**config.mk**
```make
export PLATFORM = sky130hd
export DESIGN_NAME = safety_check_sched
export DESIGN_NICKNAME = d
export VERILOG_FILES = /design/src/rtl/safety_check_sched.sv
export SDC_FILE = /design/constraint.sdc
export NUM_CORES = 1
export LEC_CHECK = 0
export BUFFER_PORTS_ARGS = -buffer_cell sky130_fd_sc_hd__buf_2
export CORE_UTILIZATION = 45
export DETAILED_ROUTE_END_ITERATION = 6
export GPL_TIMING_DRIVEN = 0
export PLACE_DENSITY = 0.65
export SYNTH_ARGS = -nofsm -noshare
export SYNTH_HDL_FRONTEND = slang
export SYNTH_SLANG_ARGS = --single-unit
export TNS_END_PERCENT = 1
```
**constraint.sdc**
```tcl
create_clock -name clk -period 2.95 [get_ports clk]
set_clock_uncertainty 0.05 [all_clocks]
set_input_delay 0.4425 -clock clk [delete_from_list [all_inputs] [get_ports clk]]
set_output_delay 0.4425 -clock clk [all_outputs]
set_load 0.01 [all_outputs]
```
**src/rtl/safety_check_sched.sv**
```systemverilog
// safety_check_sched
// Time-multiplexed amplifier safety monitor for four axes. A single
// |current| > 2*|command| comparator is visited round-robin, one channel
// per clock, through a three-stage pipeline (sample, magnitude, compare).
// Each channel keeps a saturating count of consecutive failing visits.
// When the count reaches ERR_LIMIT the channel's amplifier-disable bit
// latches. A host clear handshake (IDLE -> CLEAR -> WAIT) releases the
// latched faults and counters of the masked channels.
//
// Optional build macro: SAFETY_DEADBAND_EN
//   When defined, a raw feedback current strictly inside (16'h7d00, 16'h8300)
//   counts as a pass. This keeps small-current noise from accumulating.
module safety_check_sched #(
    parameter int          NUM_CH    = 4,
    parameter logic [23:0] ERR_LIMIT = 24'd614400
) (
    input  logic        clk,
    input  logic        reset,
    input  logic [63:0] cur_in,
    input  logic [63:0] dac_in,
    input  logic [3:0]  ch_enable,
    input  logic        clr_req,
    input  logic [3:0]  clr_mask,
    output logic        clr_ack,
    output logic [3:0]  amp_disable,
    output logic        fault_any,
    input  logic [1:0]  err_cnt_sel,
    output logic [23:0] err_cnt
);

    localparam logic [15:0] MID_SCALE = 16'h7fff;
    localparam logic [23:0] CNT_MAX   = 24'hffffff;

    typedef enum logic [1:0] {
        ST_IDLE  = 2'd0,
        ST_CLEAR = 2'd1,
        ST_WAIT  = 2'd2
    } clr_state_t;

    // Distance of an offset-binary sample from mid-scale
    function automatic logic [15:0] off_mag(input logic [15:0] v);
        off_mag = (v > MID_SCALE) ? (v - MID_SCALE) : (MID_SCALE - v);
    endfunction

    // Scheduler and pipeline registers
    logic [1:0]  scan_idx;
    logic        s0_valid;
    logic [1:0]  s0_idx;
    logic [15:0] s0_cur;
    logic [15:0] s0_dac;
    logic        s1_valid;
    logic [1:0]  s1_idx;
    logic [15:0] s1_abs_cur;
    logic [15:0] s1_abs_dac;
`ifdef SAFETY_DEADBAND_EN
    logic [15:0] s1_raw_cur;
`endif

    // Per-channel state
    logic [NUM_CH-1:0][23:0] cnt_reg;
    logic [NUM_CH-1:0][23:0] cnt_next;
    logic [NUM_CH-1:0]       amp_next;
    logic [NUM_CH-1:0]       s2_hit;

    // Clear handshake
    clr_state_t  state_reg;
    logic [3:0]  clr_mask_reg;
    logic        clear_fire;
    logic [3:0]  clear_vec;

    // Stage-2 decision signals
    logic        s2_fail;
    logic        s2_band_pass;

    // Round-robin scan, sample stage and magnitude stage. The scan never stalls.
    always_ff @(posedge clk or negedge reset) begin
        if (!reset) begin
            scan_idx   <= 2'd0;
            s0_valid   <= 1'b0;
            s0_idx     <= 2'd0;
            s0_cur     <= 16'd0;
            s0_dac     <= 16'd0;
            s1_valid   <= 1'b0;
            s1_idx     <= 2'd0;
            s1_abs_cur <= 16'd0;
            s1_abs_dac <= 16'd0;
`ifdef SAFETY_DEADBAND_EN
            s1_raw_cur <= 16'd0;
`endif
        end else begin
            scan_idx   <= scan_idx + 2'd1;
            s0_valid   <= 1'b1;
            s0_idx     <= scan_idx;
            s0_cur     <= cur_in[{scan_idx, 4'b0000} +: 16];
            s0_dac     <= dac_in[{scan_idx, 4'b0000} +: 16];
            s1_valid   <= s0_valid;
            s1_idx     <= s0_idx;
            s1_abs_cur <= off_mag(s0_cur);
            s1_abs_dac <= off_mag(s0_dac);
`ifdef SAFETY_DEADBAND_EN
            s1_raw_cur <= s0_cur;
`endif
        end
    end

    // Compare at 17 bits so that doubling the command magnitude never wraps
    assign s2_fail = {1'b0, s1_abs_cur} > {s1_abs_dac, 1'b0};

`ifdef SAFETY_DEADBAND_EN
    assign s2_band_pass = (s1_raw_cur > 16'h7d00) && (s1_raw_cur < 16'h8300);
`else
    assign s2_band_pass = 1'b0;
`endif

    // The clear applies on the edge that starts the CLEAR cycle. It uses the
    // live mask then, so the ack and the released disable bits appear together.
    // It is applied again during CLEAR with the captured mask.
    assign clear_fire = (state_reg == ST_IDLE) && clr_req;
    assign clear_vec  = clear_fire               ? clr_mask     :
                        (state_reg == ST_CLEAR)  ? clr_mask_reg : 4'b0000;

    generate
        for (genvar gi = 0; gi < NUM_CH; gi++) begin : g_ch
            assign s2_hit[gi] = s1_valid && (s1_idx == 2'(gi));

            // Priority: clear, then disabled, then deadband, then fail/pass.
            // A disabled channel is held at zero every cycle, not only on its visit.
            assign cnt_next[gi] =
                clear_vec[gi]          ? 24'd0        :
                !ch_enable[gi]         ? 24'd0        :
                !s2_hit[gi]            ? cnt_reg[gi]  :
                s2_band_pass           ? 24'd0        :
                !s2_fail               ? 24'd0        :
                (cnt_reg[gi] == CNT_MAX) ? cnt_reg[gi] : cnt_reg[gi] + 24'd1;

            // The latch looks at the stored count. It therefore rises one
            // cycle after the S2 write that reached the limit. A clear always wins.
            assign amp_next[gi] = clear_vec[gi] ? 1'b0
                                : (amp_disable[gi] | (cnt_reg[gi] >= ERR_LIMIT));
        end
    endgenerate

    // Counters, fault latches and the registered status outputs
    always_ff @(posedge clk or negedge reset) begin
        if (!reset) begin
            cnt_reg     <= '0;
            amp_disable <= 4'b0000;
            fault_any   <= 1'b0;
            err_cnt     <= 24'd0;
        end else begin
            cnt_reg     <= cnt_next;
            amp_disable <= amp_next;
            fault_any   <= |amp_disable;
            err_cnt     <= cnt_reg[err_cnt_sel];
        end
    end

    // Clear handshake: one ack per request; a held request waits in WAIT
    always_ff @(posedge clk or negedge reset) begin
        if (!reset) begin
            state_reg    <= ST_IDLE;
            clr_mask_reg <= 4'b0000;
            clr_ack      <= 1'b0;
        end else begin
            clr_ack <= 1'b0;
            case (state_reg)
                ST_IDLE: begin
                    if (clr_req) begin
                        clr_mask_reg <= clr_mask;
                        clr_ack      <= 1'b1;
                        state_reg    <= ST_CLEAR;
                    end
                end
                ST_CLEAR: begin
                    state_reg <= ST_WAIT;
                end
                ST_WAIT: begin
                    if (!clr_req) begin
                        state_reg <= ST_IDLE;
                    end
                end
                default: begin
                    state_reg <= ST_IDLE;
                end
            endcase
        end
    end

endmodule

```
==> results_dict.tcl <==
set metrics [dict create \
    rrSetupSlack_ns 0.03 \
    post-place-ws_ns -0.3089 \
    crit_chain "ha_4 > nand4b_4 > or4_4 > a21o_4 > a31o_4 > buf_12 > or4_4 > a31oi_2" \
    final_util_pct 56.26 \
    whs_path_depth 2 \
    layout-drive-gt1-share_pct 25.11 \
    final_common_cell "dfrtp_1" \
    worstSetupPathType "register to register" \
    grt_max_degree 96 \
    crit_required_ns 3.34 \
    ys_types 72 \
    viasPerCell 6.007 \
    nFillCells 2187 \
    clockBufferDepth 3 \
    largest_reg_flops 96 \
    place.gp.congestion 0.9309 \
    final.min_clock_period_ns 2.924 \
    whs_ns 0.1237 \
    path_max_fanout 10 \
    grt_pass1_vias 9608 \
    clock-root-buffer "clkbuf_16" \
    ys_seq_elements 204 \
    die_h_microns 161.0 \
    rsz0062_at_grt "yes" \
    drtPass1Iterations 5 \
    area_growth_pct 21.34 \
    yosys_warnings 0 \
    p_leak_nw 5.762 \
    clk_latency_ns 0.52 \
    p_switching_mw 1.859 \
    num_rows 57 \
    tritoncts "yes" \
    status "completed" \
    initial_core_util_pct 46.36 \
    dieArea_sq_um 25920 \
    synth_cells 1106 \
    timing.final.ws_setup_ns 0.02647 \
    cpMostUsedCell "or4_4" \
    diodes 0 \
    path_clk_slew_ns 0.06 \
    hold_path_class "primary input to register" \
    drt-initial-drc-count 954 \
    fin_nets 1478 \
    maxCapViolCount 0 \
    vias 9936 \
    final_cell_mix "dfrtp_1 (204), buf_2 (175), nand2_1 (109)" \
    synth-edff-count 0 \
    htreeDepth 1 \
    total_power_mw 7.203 \
    worst_path_largest_cell_delay_ns 0.54 \
    grt_pass1_wl_microns 51150 \
    cp_slowest_cell "or4_4" \
    finalHoldViolations 0 \
    power_switching_share_pct 25.81 \
    fin_tns_setup_ns 0 \
    async_flop_share_pct 100.0 \
    slew_headroom_pct 45.63 \
    dieWidth_microns 161.0 \
    wire_per_inst_microns 19.51 \
    setup_viol 0 \
    antenna_found_initial 0 \
    finalCritPeriodShare_pct 99.10 \
    p_per_area_nw_per_um2 521.9 \
    multi_input_area_sq_um 5872 \
    drt_wl_total_microns 32270 \
    start_kind "register" \
    combPwrFrac_pct 13.4 \
    finalMaxSlewViolations 0 \
    synth.avg_cell_area_sq_um 10.28 \
    grt.total_usage_pct 25.09 \
    p_clk_share_pct 45.1 \
    tightest_slew_ns 0.8156 \
    core-area_sq_um 24530 \
    rr_startpoint "s1_abs_cur[15]" \
    setup.worst_path.end_class "register" \
    cts_inserted_buffers 24 \
    drc 0 \
    cts.sinks 204 \
    io_pins 171 \
    seq_power_share_pct 41.5 \
    ys_seq_area_share_pct 44.88 \
    register_area_sq_um 5105 \
    port_buffers 168 \
    max_clock_freq_mhz 342.1 \
    r2r_cells 8 \
    internal-power_mw 5.344 \
    arrival_ns 3.31 \
    ys.flop_type "dfrtp_1" \
    antenna_left 0 \
    hold_start "clr_mask[0]" \
    syn_nets 1272 \
    place_hpwl_microns 24070 \
    synth_area_sq_um 11370 \
    vdd_ir_drop_max_mv 0.4776 \
    crit_start "s1_abs_cur[15]" \
    grt_overflow_total 0 \
]
[critical path: cells and delay by family, from the launching register on]
family | cells | cell delay, ns
AOI/OAI and AO/OA | 3 | 0.75
and+or+nand+nor | 3 | 1.16
adders and majority gates | 1 | 0.30
DFF | 1 | 0.41
buffers and inverters | 1 | 0.16
[cell type report]
cell class	instances	area share, %
clock buffer	33	5.185
inverter	67	1.822
timing repair buffer	181	7.270
multi-input combinational	774	42.54
tap	324	2.937
clock inverter	11	1.188
sequential	204	36.99
buffer	60	2.067
[metrics by stage]
stage / cells / instance area [sq um]
after detailed placement: 1600 / 12690
after global routing: 1654 / 13800
after global placement: 1598 / 12620
after floorplan: 1106 / 11370
after CTS: 1649 / 13670
final: 1654 / 13800
[synthesized netlist by cell type, types with 7 or more instances]
library cell	count	area [sq um]
nand4_1	53	331.6
a31oi_1	47	294.0
or4_1	22	165.2
a21oi_1	28	140.1
o211ai_1	11	82.58
clkbuf_1	38	142.6
o21ai_0	33	165.2
inv_1	67	251.5
mux4_2	56	1261
nand3_1	102	510.5
o311ai_1	8	70.07
nor3_1	31	155.2
nand2_1	109	409.1
nor2_1	44	165.2
dfrtp_1	204	5105
xnor2_1	9	78.83
nand3b_1	9	67.56
xor2_1	18	157.7
o221ai_1	23	201.4
buf_1	7	26.28
buf_2	13	65.06
ha_1	25	312.8
nand2b_1	13	81.33
nor2b_1	7	43.79
o31ai_1	10	75.07
and3_1	16	100.1
and2_1	14	87.58
[power by group through the flow]
stage | clock, mW | sequential [mW] | combinational [mW]
after floorplan | 0 | 3.02 | 0.537
after global placement | 0 | 3.03 | 0.887
after detailed placement | 0 | 3.04 | 0.915
after CTS | 3.31 | 2.99 | 0.941
after global routing | 3.40 | 3.00 | 1.05
final | 3.25 | 2.99 | 0.967
[metal layers]
layer,global-route usage (%),share of wire (%)
met3,3.416,7.4
met4,8.062,3.1
met5,0,0
met2,42.07,48
met1,33.74,42
[logic make-up after synthesis]
family	share of synthesized area, %
and+or+nand+nor	21.42
DFF	44.88
muxes	11.66
AOI/OAI and AO/OA	12.63
other	0.03297
buffers and inverters	4.554
xor gates and xnor gates	2.079
adders and majority gates	2.750
[worst paths after layout]
| kind | end |
|---|---|
| worst min register to register | s1_idx[1] |
| worst max register to register | cnt_reg[30] |
| max in group asynchronous | s1_abs_dac[3] |
| worst min-delay path | clr_mask_reg[0] |
| min in group asynchronous | cnt_reg[19] |
| worst max-delay path | cnt_reg[30] |
[timing repair]
| action | 4_1_cts | 5_1_grt |
|---|---|---|
| endpoints found under the hold margin | 36 | 0 |
| pin swaps | 4 | 7 |
| resized for setup | 12 | 18 |
| endpoints found under the setup margin | 84 | 69 |
| buffers inserted | 5 | 5 |
| hold buffers | 1 | 0 |
Power figures use the tool's default switching activity.
